`src/rtl/rgmii_pkg.sv`:
```
// Shared definitions for the RGMII link controller:
// FSM state encoding, speed codes and the decoded status bundle.
package rgmii_pkg;

    typedef enum logic [1:0] {
        ST_DOWN,
        ST_RESET,
        ST_UP,
        ST_DRAIN
    } state_t;

    localparam logic [1:0] SPD_10   = 2'b00;
    localparam logic [1:0] SPD_100  = 2'b01;
    localparam logic [1:0] SPD_1000 = 2'b10;
    localparam logic [1:0] SPD_INV  = 2'b11;

    typedef struct packed {
        logic       link;
        logic [1:0] speed;
        logic       duplex;
    } link_status_t;

    localparam int LS_W = $bits(link_status_t);

endpackage

```
`src/rtl/link_status_debounce.sv`:
```
// Holds the latest in-band status as a candidate and flags it qualified
// once it has stayed unchanged for DEBOUNCE_CYC cycles.
module link_status_debounce
    import rgmii_pkg::*;
#(
    parameter int DEBOUNCE_CYC = 16
) (
    input  logic            clk375,
    input  logic            rst,
    input  logic [LS_W-1:0] raw,
    output logic [LS_W-1:0] cand,
    output logic            qual
);

    localparam int SW = (DEBOUNCE_CYC > 1) ? $clog2(DEBOUNCE_CYC) : 1;
    localparam logic [SW-1:0] STAB_MAX = SW'(DEBOUNCE_CYC - 1);

    logic [SW-1:0] stab_cnt;

    always_ff @(posedge clk375 or posedge rst) begin
        if (rst) begin
            cand     <= '0;
            stab_cnt <= '0;
        end else if (raw != cand) begin
            cand     <= raw;
            stab_cnt <= '0;
        end else if (stab_cnt != STAB_MAX) begin
            stab_cnt <= stab_cnt + 1'b1;
        end
    end

    assign qual = (stab_cnt == STAB_MAX);

endmodule

```
`src/rtl/rgmii_link_ctrl.sv`:
```
// Sequences the RGMII MAC around PHY link changes: debounce, drain TX,
// hold MAC in reset while speed/duplex are re-applied.
module rgmii_link_ctrl
    import rgmii_pkg::*;
#(
    parameter int DEBOUNCE_CYC = 16,
    parameter int RST_CYC      = 8,
    parameter int DRAIN_TMO    = 1024
) (
    input  logic       clk375,
    input  logic       rst,
    input  logic       link_up_in,
    input  logic [1:0] speed_in,
    input  logic       duplex_in,
    input  logic       tx_busy,
    output logic       mac_rst,
    output logic       tx_enable,
    output logic [1:0] cfg_speed,
    output logic       cfg_duplex,
    output logic       link_ok,
    output logic       drain_tmo,
    output logic [7:0] change_cnt
);

    localparam int RW = (RST_CYC > 1) ? $clog2(RST_CYC) : 1;
    localparam int DW = (DRAIN_TMO > 1) ? $clog2(DRAIN_TMO) : 1;
    localparam logic [RW-1:0] RST_LAST   = RW'(RST_CYC - 1);
    localparam logic [DW-1:0] DRAIN_LAST = DW'(DRAIN_TMO - 1);

    logic [LS_W-1:0] raw;
    logic [LS_W-1:0] cand_bits;
    logic [LS_W-1:0] applied;
    link_status_t    cand;
    logic            qual;
    logic            good;
    logic            diff;

    state_t          state;
    logic [RW-1:0]   rst_cnt;
    logic [DW-1:0]   drain_cnt;

    assign raw = {link_up_in, speed_in, duplex_in};

    link_status_debounce #(
        .DEBOUNCE_CYC(DEBOUNCE_CYC)
    ) u_debounce (
        .clk375(clk375),
        .rst   (rst),
        .raw   (raw),
        .cand  (cand_bits),
        .qual  (qual)
    );

    assign cand    = cand_bits;
    assign good    = cand.link && (cand.speed != SPD_INV);
    assign applied = {1'b1, cfg_speed, cfg_duplex};
    assign diff    = qual && (cand_bits != applied);

    // Outputs are registered alongside the state, so each branch sets
    // the output values belonging to the state being entered.
    always_ff @(posedge clk375 or posedge rst) begin
        if (rst) begin
            state      <= ST_DOWN;
            mac_rst    <= 1'b1;
            tx_enable  <= 1'b0;
            cfg_speed  <= SPD_10;
            cfg_duplex <= 1'b0;
            link_ok    <= 1'b0;
            drain_tmo  <= 1'b0;
            change_cnt <= '0;
            rst_cnt    <= '0;
            drain_cnt  <= '0;
        end else begin
            drain_tmo <= 1'b0;
            unique case (state)
                ST_DOWN: begin
                    if (qual && good) begin
                        state      <= ST_RESET;
                        cfg_speed  <= cand.speed;
                        cfg_duplex <= cand.duplex;
                        rst_cnt    <= '0;
                    end
                end
                ST_RESET: begin
                    if (diff) begin
                        state <= ST_DOWN;
                    end else if (rst_cnt == RST_LAST) begin
                        state     <= ST_UP;
                        mac_rst   <= 1'b0;
                        tx_enable <= 1'b1;
                        link_ok   <= 1'b1;
                    end else begin
                        rst_cnt <= rst_cnt + 1'b1;
                    end
                end
                ST_UP: begin
                    if (diff) begin
                        state     <= ST_DRAIN;
                        tx_enable <= 1'b0;
                        link_ok   <= 1'b0;
                        drain_cnt <= '0;
                        if (change_cnt != 8'hFF)
                            change_cnt <= change_cnt + 8'd1;
                    end
                end
                ST_DRAIN: begin
                    // A clean drain wins over a timeout on the same cycle.
                    if (!tx_busy) begin
                        state   <= ST_DOWN;
                        mac_rst <= 1'b1;
                    end else if (drain_cnt == DRAIN_LAST) begin
                        state     <= ST_DOWN;
                        mac_rst   <= 1'b1;
                        drain_tmo <= 1'b1;
                    end else begin
                        drain_cnt <= drain_cnt + 1'b1;
                    end
                end
                default: state <= ST_DOWN;
            endcase
        end
    end

endmodule

```
`config.mk`:
```
export PLATFORM = sky130hd
export DESIGN_NAME = rgmii_link_ctrl
export DESIGN_NICKNAME = d
export VERILOG_FILES = /design/src/rtl/rgmii_pkg.sv /design/src/rtl/link_status_debounce.sv /design/src/rtl/rgmii_link_ctrl.sv
export SDC_FILE = /design/constraint.sdc
export NUM_CORES = 1
export LEC_CHECK = 0
export ABC_AREA = 1
export BUFFER_PORTS_ARGS = -buffer_cell sky130_fd_sc_hd__buf_2
export CORE_UTILIZATION = 60
export CTS_CLUSTER_SIZE = 30
export DETAILED_ROUTE_END_ITERATION = 10
export GPL_TIMING_DRIVEN = 0
export PLACE_DENSITY = 0.81
export SKIP_LAST_GASP = 1
export SLEW_MARGIN = 30
export SYNTH_ARGS = -nofsm -noshare
export SYNTH_HDL_FRONTEND = slang
export SYNTH_SLANG_ARGS = --single-unit
```
`constraint.sdc`:
```
create_clock -name clk375 -period 3.6 [get_ports clk375]
set_input_delay 0.36 -clock clk375 [delete_from_list [all_inputs] [get_ports clk375]]
set_output_delay 0.36 -clock clk375 [all_outputs]
set_load 0.02 [all_outputs]
```
==> results of run 1 <==
==> kinds of logic after synthesis <==
family,Yosys count,synth area share (%)
AND/OR/NAND/NOR,159,34.5
adder cells (fa/ha/maj),5,3.11
buffers and inverters,28,5.84
AO/OA/AOI/OAI,13,3.54
XOR/XNOR,16,6.96
flip-flops,37,46.1
==> metal layers <==
metal / share of wire [%] / track usage (%)
met1: 52 / 32.2
met2: 44 / 38.1
met3: 3.0 / 6.49
met4: 1.4 / 6.98
met5: 0 / 0
==> through the flow <==
| stage | util [%] | cell area (um2) | setup WS, ps |
|---|---|---|---|
| CTS | 71.2 | 2230 | 2030 |
| global route | 71.2 | 2230 | 1890 |
| floorplan | - | 2010 | 2220 |
| global placement | 69.5 | 2170 | 1930 |
| finish | 71.2 | 2230 | 2030 |
| detailed placement | 69.5 | 2170 | 2040 |
==> final timing paths <==
path | startpoint | end | slack [ps] | cells after the start
max in group asynchronous | rst | cfg_speed[1] | 2990 | 2
min reg2reg | mac_rst | mac_rst | 470 | 2
max reg2reg | u_debounce.stab_cnt[0] | drain_cnt[7] | 2030 | 8
min in group clk375 | speed_in[0] | u_debounce.cand[1] | 220 | 2
max | u_debounce.stab_cnt[0] | drain_cnt[7] | 2030 | 8
min | rst | u_debounce.stab_cnt[2] | 130 | 2
==> layout make-up <==
| class | count | area, um2 |
|---|---|---|
| Tap cell | 44 | 55.1 |
| Multi-Input combinational cell | 193 | 968 |
| Sequential cell | 37 | 927 |
| Inverter | 22 | 83.8 |
| Buffer | 6 | 33.8 |
| Clock buffer | 7 | 55.1 |
| Fill cell | 254 | 900 |
| Timing Repair Buffer | 21 | 105 |
==> registers in the layout, indices dropped and copies added (netlist names), named ones only <==
| name | cells |
|---|---|
| mac_rst | 1 |
| rst_cnt | 3 |
| drain_cnt | 10 |
| change_cnt | 8 |
| cfg_duplex | 1 |
| u_debounce.cand | 4 |
| state | 1 |
| link_ok | 1 |
| drain_tmo | 1 |
| u_debounce.stab_cnt | 4 |
| cfg_speed | 2 |
==> worst max-delay path, delay by kind of cell (launching register included) <==
| kind | cells | cell delay [ps] |
|---|---|---|
| buffers and inverters | 2 | 310 |
| adder cells (fa/ha/maj) | 1 | 220 |
| AND/OR/NAND/NOR | 5 | 550 |
| flip-flops | 1 | 410 |
==> power by group through the flow <==
| stage | Combinational [uW] | Sequential, uW | Clock, uW |
|---|---|---|---|
| CTS | 25.1 | 422 | 236 |
| global placement | 24.4 | 429 | 0 |
| global route | 29.4 | 422 | 245 |
| floorplan | 17.1 | 429 | 0 |
| finish | 24.3 | 422 | 225 |
| detailed placement | 25.0 | 430 | 0 |
==> placed cells by master, fill, tap and decap left out <==
master    instances
clkbuf_8          1
buf_6             1
and2_1            1
o21ai_2           1
nor3_1            5
nand4_1           2
o21ai_1           2
o21bai_1          1
nor2_1           24
nand2_1          96
inv_2             4
ha_1              5
xor2_1            5
buf_4             1
clkbuf_4          5
nor2_4            1
inv_1            17
xnor2_1          11
buf_2            21
o21ai_0           3
dfrtp_1          36
a21oi_1           6
clkbuf_1          5
clkinv_2          1
nor3b_1           1
nand3_2           5
nand3_1          19
nand2_2           4
dfstp_2           1
nand2_4           1
==> results by group, run 1 <==
Status
  • Outcome: complete, no violations

Synth
  • Post-synthesis sequential area ratio: 46.1%
  • Cells after Synth: 258
  • Post-synthesis cell type count: 27
  • Commonest cells post-synth: nand2_1 (96), dfrtp_1 (36), nor2_1 (24), nand3_1 (19), inv_1 (18)
  • Area contributors post-synth: dfrtp_1 (45%), nand2_1 (18%), xnor2_1 (4.8%)
  • Mapped Nets: 270
  • Most used DFF post-synth: dfrtp_1
  • Post-synth top area share: 44.7%
  • Avg Cell Area, Syn: 7.80 um2
  • Yosys reg bits: 37
  • Warnings from Yosys: 0
  • Yosys top cell by area: dfrtp_1
  • Top-count cell post-synth: nand2_1
  • Mapped Area: 2010 um2
  • Post-synth EDFFs: 0
  • Async set-reset flop share out of synthesis: 100%

Timing
  • Setup Skew: 4.69 ps
  • Slew Limit Fails: 0
  • Fmax: 635 MHz
  • Worst-margin pin slew: 751 ps
  • Part of the cycle the worst path needs: 43.7%
  • Slew HR: 49.8%
  • Final Hold Fails: 0
  • Crit path time final: 1570 ps
  • Setup violators final: 0
  • RSZ-0062 raised after global routing: false
  • Setup TNS: 0 ps
  • WHS: 134 ps

Detailed routing
  • Drt via density: 4.89
  • Vias post-DR: 1614
  • First-pass detailed-route iteration total: 4
  • DRC: 0
  • Final wirelength: 3630 um
  • DRT iter0 DRCs: 71
  • WL per Instance: 11.0 um
  • Routed Antenna Nets: 0

Power and ir drop
  • Internal power: 519 uW
  • Switching Fraction: 22.5%
  • Comb power frac: 3.6%
  • Maximum VDD drop: 223 uV
  • Clk pwr share: 33.5%
  • Power per standard cell area: 301 nW/um2
  • Total power draw: 671 uW
  • Net Sw Power: 151 uW
  • Static leakage: 0.00117 uW
  • Seq pwr share: 62.9%

Die
  • Starting Density: 64.4%
  • Rows: 20
  • I/O pins: 22
  • Die height: 59.9 um
  • Die X: 59.9 um
  • Die area: 3590 um2
  • Placeable Area: 3130 um2

Place
  • PortBufs: 21
  • DP HPWL: 2640 um
  • Placed Cells: 323
  • Final weighted congestion in routability-driven placement: 0.764

Clocking
  • Post-CTS setup buffers: 0
  • CTS Buffer Depth: 2
  • CTS buffer count: 5
  • H-tree levels: 2
  • Hold Buf Count CTS: 0
  • CTS tree: yes
  • Root Driver: clkbuf_4
  • Resized Gates After CTS: 0
  • Worst-path clk slew: 100 ps
  • Clock Latency Late Sink: 340 ps
  • CTS sink cnt: 37

Run
  • Max-Cap Viols: 0

Critical path
  • Worst Setup Path Type: reg -> reg
  • Crit-path max cell delay: 410 ps
  • CP cell instances: ha_1 > nand3_2 > inv_1 > nand3_2 > nand2_2 > clkinv_2 > nand2_1 > nand2_1
  • Critical Path RT: 3840 ps
  • CP max FO: 10
  • Crit. End Element: register
  • CP arrival: 1820 ps
  • Startpoint types: register
  • Slowest-stage cell, CP: dfrtp_1

Global routing
  • First-pass GRT wire length: 6320 um
  • Gr usage total: 24.0%
  • Initial antenna violation count: 0
  • GRT Residual Overflow: 0
  • Largest net degree at the start of global routing: 38
  • Number of global-route vias before repair: 1494

Layout
  • P&R area growth vs syn: 10.7%
  • Final cell count without fillers: 330
  • Layout cells sized above 1: 16.4%
  • Number of diodes: 0
  • Final net count: 298

Min path
  • HP Class: in -> async
No activity file was read; power rests on OpenSTA's default activity.
==> run 2: changes to the inputs <==
--- a/config.mk
+++ b/config.mk
@@ -7,11 +7,11 @@
 export LEC_CHECK = 0
 export ABC_AREA = 1
 export BUFFER_PORTS_ARGS = -buffer_cell sky130_fd_sc_hd__buf_2
-export CORE_UTILIZATION = 60
+export CORE_UTILIZATION = 52
 export CTS_CLUSTER_SIZE = 30
 export DETAILED_ROUTE_END_ITERATION = 10
 export GPL_TIMING_DRIVEN = 0
-export PLACE_DENSITY = 0.81
+export PLACE_DENSITY = 0.75
 export SKIP_LAST_GASP = 1
 export SLEW_MARGIN = 30
 export SYNTH_ARGS = -nofsm -noshare
==> constraint.sdc (replaced) <==
create_clock -name clk375 -period 1.3 [get_ports clk375]
set_input_delay 0.13 -clock clk375 [delete_from_list [all_inputs] [get_ports clk375]]
set_output_delay 0.13 -clock clk375 [all_outputs]
set_load 0.02 [all_outputs]
==> run 2 against run 1 <==
Against the previous run: the run now ends with negative setup slack left; utilization increased by 0.91 points; global-route usage decreased by 1.1 points; setup slack got worse by 2100 ps; first-iteration DRC count increased by 94%; flip-flop and latch count unchanged; fmax increased by 14%; critical path type unchanged; largest power group unchanged.
==> results by group, run 2 (same netlist as run 1, synthesis figures left out) <==
Global routing
  • Initial antenna violation count: 0
  • Largest net degree at the start of global routing: 27
  • GRT Residual Overflow: 0
  • First-pass GRT wire length: 7390 um
  • Gr usage total: 22.9%
  • Number of global-route vias before repair: 1728

Timing
  • Part of the cycle the worst path needs: 106%
  • Slew HR: 81.7%
  • Worst-margin pin slew: 274 ps
  • Setup violators final: 23
  • Setup TNS: -1270 ps
  • Slew Limit Fails: 0
  • Fmax: 725 MHz
  • RSZ-0062 raised after global routing: true
  • Final WS setup: -78.9 ps
  • Crit path time final: 1380 ps
  • Final Hold Fails: 0
  • WHS: 70.1 ps
  • Setup Skew: 8.20 ps

Critical path
  • CP arrival: 1550 ps
  • Critical Path Source: drain_cnt[0]
  • CP cell instances: ha_2 > inv_2 > nor2_4 > nand3_2 > nand2_2 > nand2_4 > buf_6 > nand3_2 > nand2_1
  • Crit. End Element: register
  • RR Endpoint: drain_cnt[8]
  • Critical Path RT: 1470 ps
  • Slowest-stage cell, CP: dfrtp_1
  • CP max FO: 5
  • Cell mode on critical path: nand3_2
  • R2R setup slack: -80 ps
  • Critical Path End: drain_cnt[8]
  • Worst R2R Path Depth: 9
  • Crit-path max cell delay: 390 ps
  • Worst Setup Path Type: reg -> reg
  • Crit Reg-Reg Startpoint: drain_cnt[0]
  • Startpoint types: register

Detailed routing
  • First-pass detailed-route iteration total: 4
  • DRC: 0
  • DRT iter0 DRCs: 138
  • Vias post-DR: 1805
  • Routed Antenna Nets: 0
  • WL per Instance: 12.2 um
  • Final wirelength: 4360 um
  • Drt via density: 5.06

Place
  • DP HPWL: 2710 um
  • Post-DP Area: 2230 um2
  • PortBufs: 21
  • Final weighted congestion in routability-driven placement: 0.842

Clocking
  • H-tree levels: 2
  • Root Driver: clkbuf_8
  • Clock Latency Late Sink: 280 ps
  • CTS sink cnt: 37
  • CTS tree: yes
  • Worst-path clk slew: 70 ps
  • CTS buffer count: 5
  • CTS Buffer Depth: 2

Layout
  • Commonest non-fill, non-tap cell in the layout: nand2_1
  • P&R area growth vs syn: 32.2%
  • Fillers: 280
  • Layout cells sized above 1: 34.0%
  • Final Cell Area: 2660 um2
  • Commonest cells after routing, fill and taps aside: nand2_1 (83), dfrtp_1 (34), buf_2 (21), nor2_1 (19)
  • Number of diodes: 0
  • Largest Register: drain_cnt
  • Final net count: 320
  • Max FFs per register: 10
  • Top Registers: drain_cnt x10, change_cnt x8

Status
  • Failing checks: negative setup slack
  • Outcome: finished with violations

Min path
  • HP Class: in -> reg

Die
  • Starting Density: 54.6%
  • I/O pins: 22
  • Die area: 4120 um2
  • Rows: 22
  • Die X: 64.2 um
  • Placeable Area: 3690 um2
  • Die height: 64.2 um

Power and ir drop
  • Maximum VDD drop: 770 uV
  • Total power draw: 2160 uW
  • Static leakage: 0.00133 uW
  • Power per standard cell area: 810 nW/um2

Run
  • Max-Cap Viols: 0
run 2: cell count changes in the layout (fill, tap and decap cells not counted), sizes merged:
cell / change
buf: +21
clkinv: +1
dlygate4sd3: +1
run 2: what timing repair did:
action / 4_1_cts / 5_1_grt
pin swaps: 15 / 13
cloned: 1 / 0
gates resized for setup: 19 / 25
setup buffers: 16 / 3
endpoints found under the setup margin: 23 / 30
hold buffers: 1 / 0
endpoints found under the hold margin: 11 / 0
run 2: layout make-up:
type | instances | area [um2] | area share, %
Multi-Input combinational cell | 193 | 1130 | 42.4
Sequential cell | 37 | 930 | 34.9
Timing Repair Buffer | 43 | 317 | 11.9
Clock buffer | 7 | 96.3 | 3.62
Inverter | 22 | 92.6 | 3.48
Tap cell | 48 | 60.1 | 2.26
Buffer | 6 | 33.8 | 1.27
Clock inverter | 1 | 5.00 | 0.188
run 2: through the flow:
stage	std cells	setup WS, ps	utilization [%]
global route	357	-196	72.2
global placement	327	-327	59.9
finish	357	-78.9	72.2
detailed placement	328	-173	60.5
CTS	354	-101	69.1
floorplan	258	-40.9	-
run 2: where the power goes:
| part | total [uW] | internal (uW) | switching, uW |
|---|---|---|---|
| sequential | 1170 | 1160 | 8.93 |
| clock | 882 | 479 | 403 |
| combinational | 106 | 49.1 | 56.5 |
| total | 2160 | 1690 | 468 |
run 2: per-layer routing:
layer | part of all wire [%] | GRT usage [%]
met3 | 3.3 | 5.00
met2 | 49 | 39.6
met4 | 1.2 | 5.28
met1 | 46 | 29.1
met5 | 0 | 0
run 2: worst min path at each step:
stage                 from                     end  slack (ps)  depth (start not counted)
6_report        link_up_in      u_debounce.cand[3]          70                          2
5_1_grt        speed_in[0]      u_debounce.cand[1]          70                          2
4_1_cts        speed_in[0]      u_debounce.cand[1]          50                          2
3_5_place_dp           rst  u_debounce.stab_cnt[0]          90                          2
3_3_place_gp     duplex_in      u_debounce.cand[0]         340                          2
2_1_floorplan    duplex_in      u_debounce.cand[0]         230                          1
run 2: critical path: cells and delay by family, from the launching register on:
family / cells / cell delay, ps
and+or+nand+nor: 6 / 480
adders and majority gates: 1 / 210
buffers and inverters: 2 / 190
DFF: 1 / 390
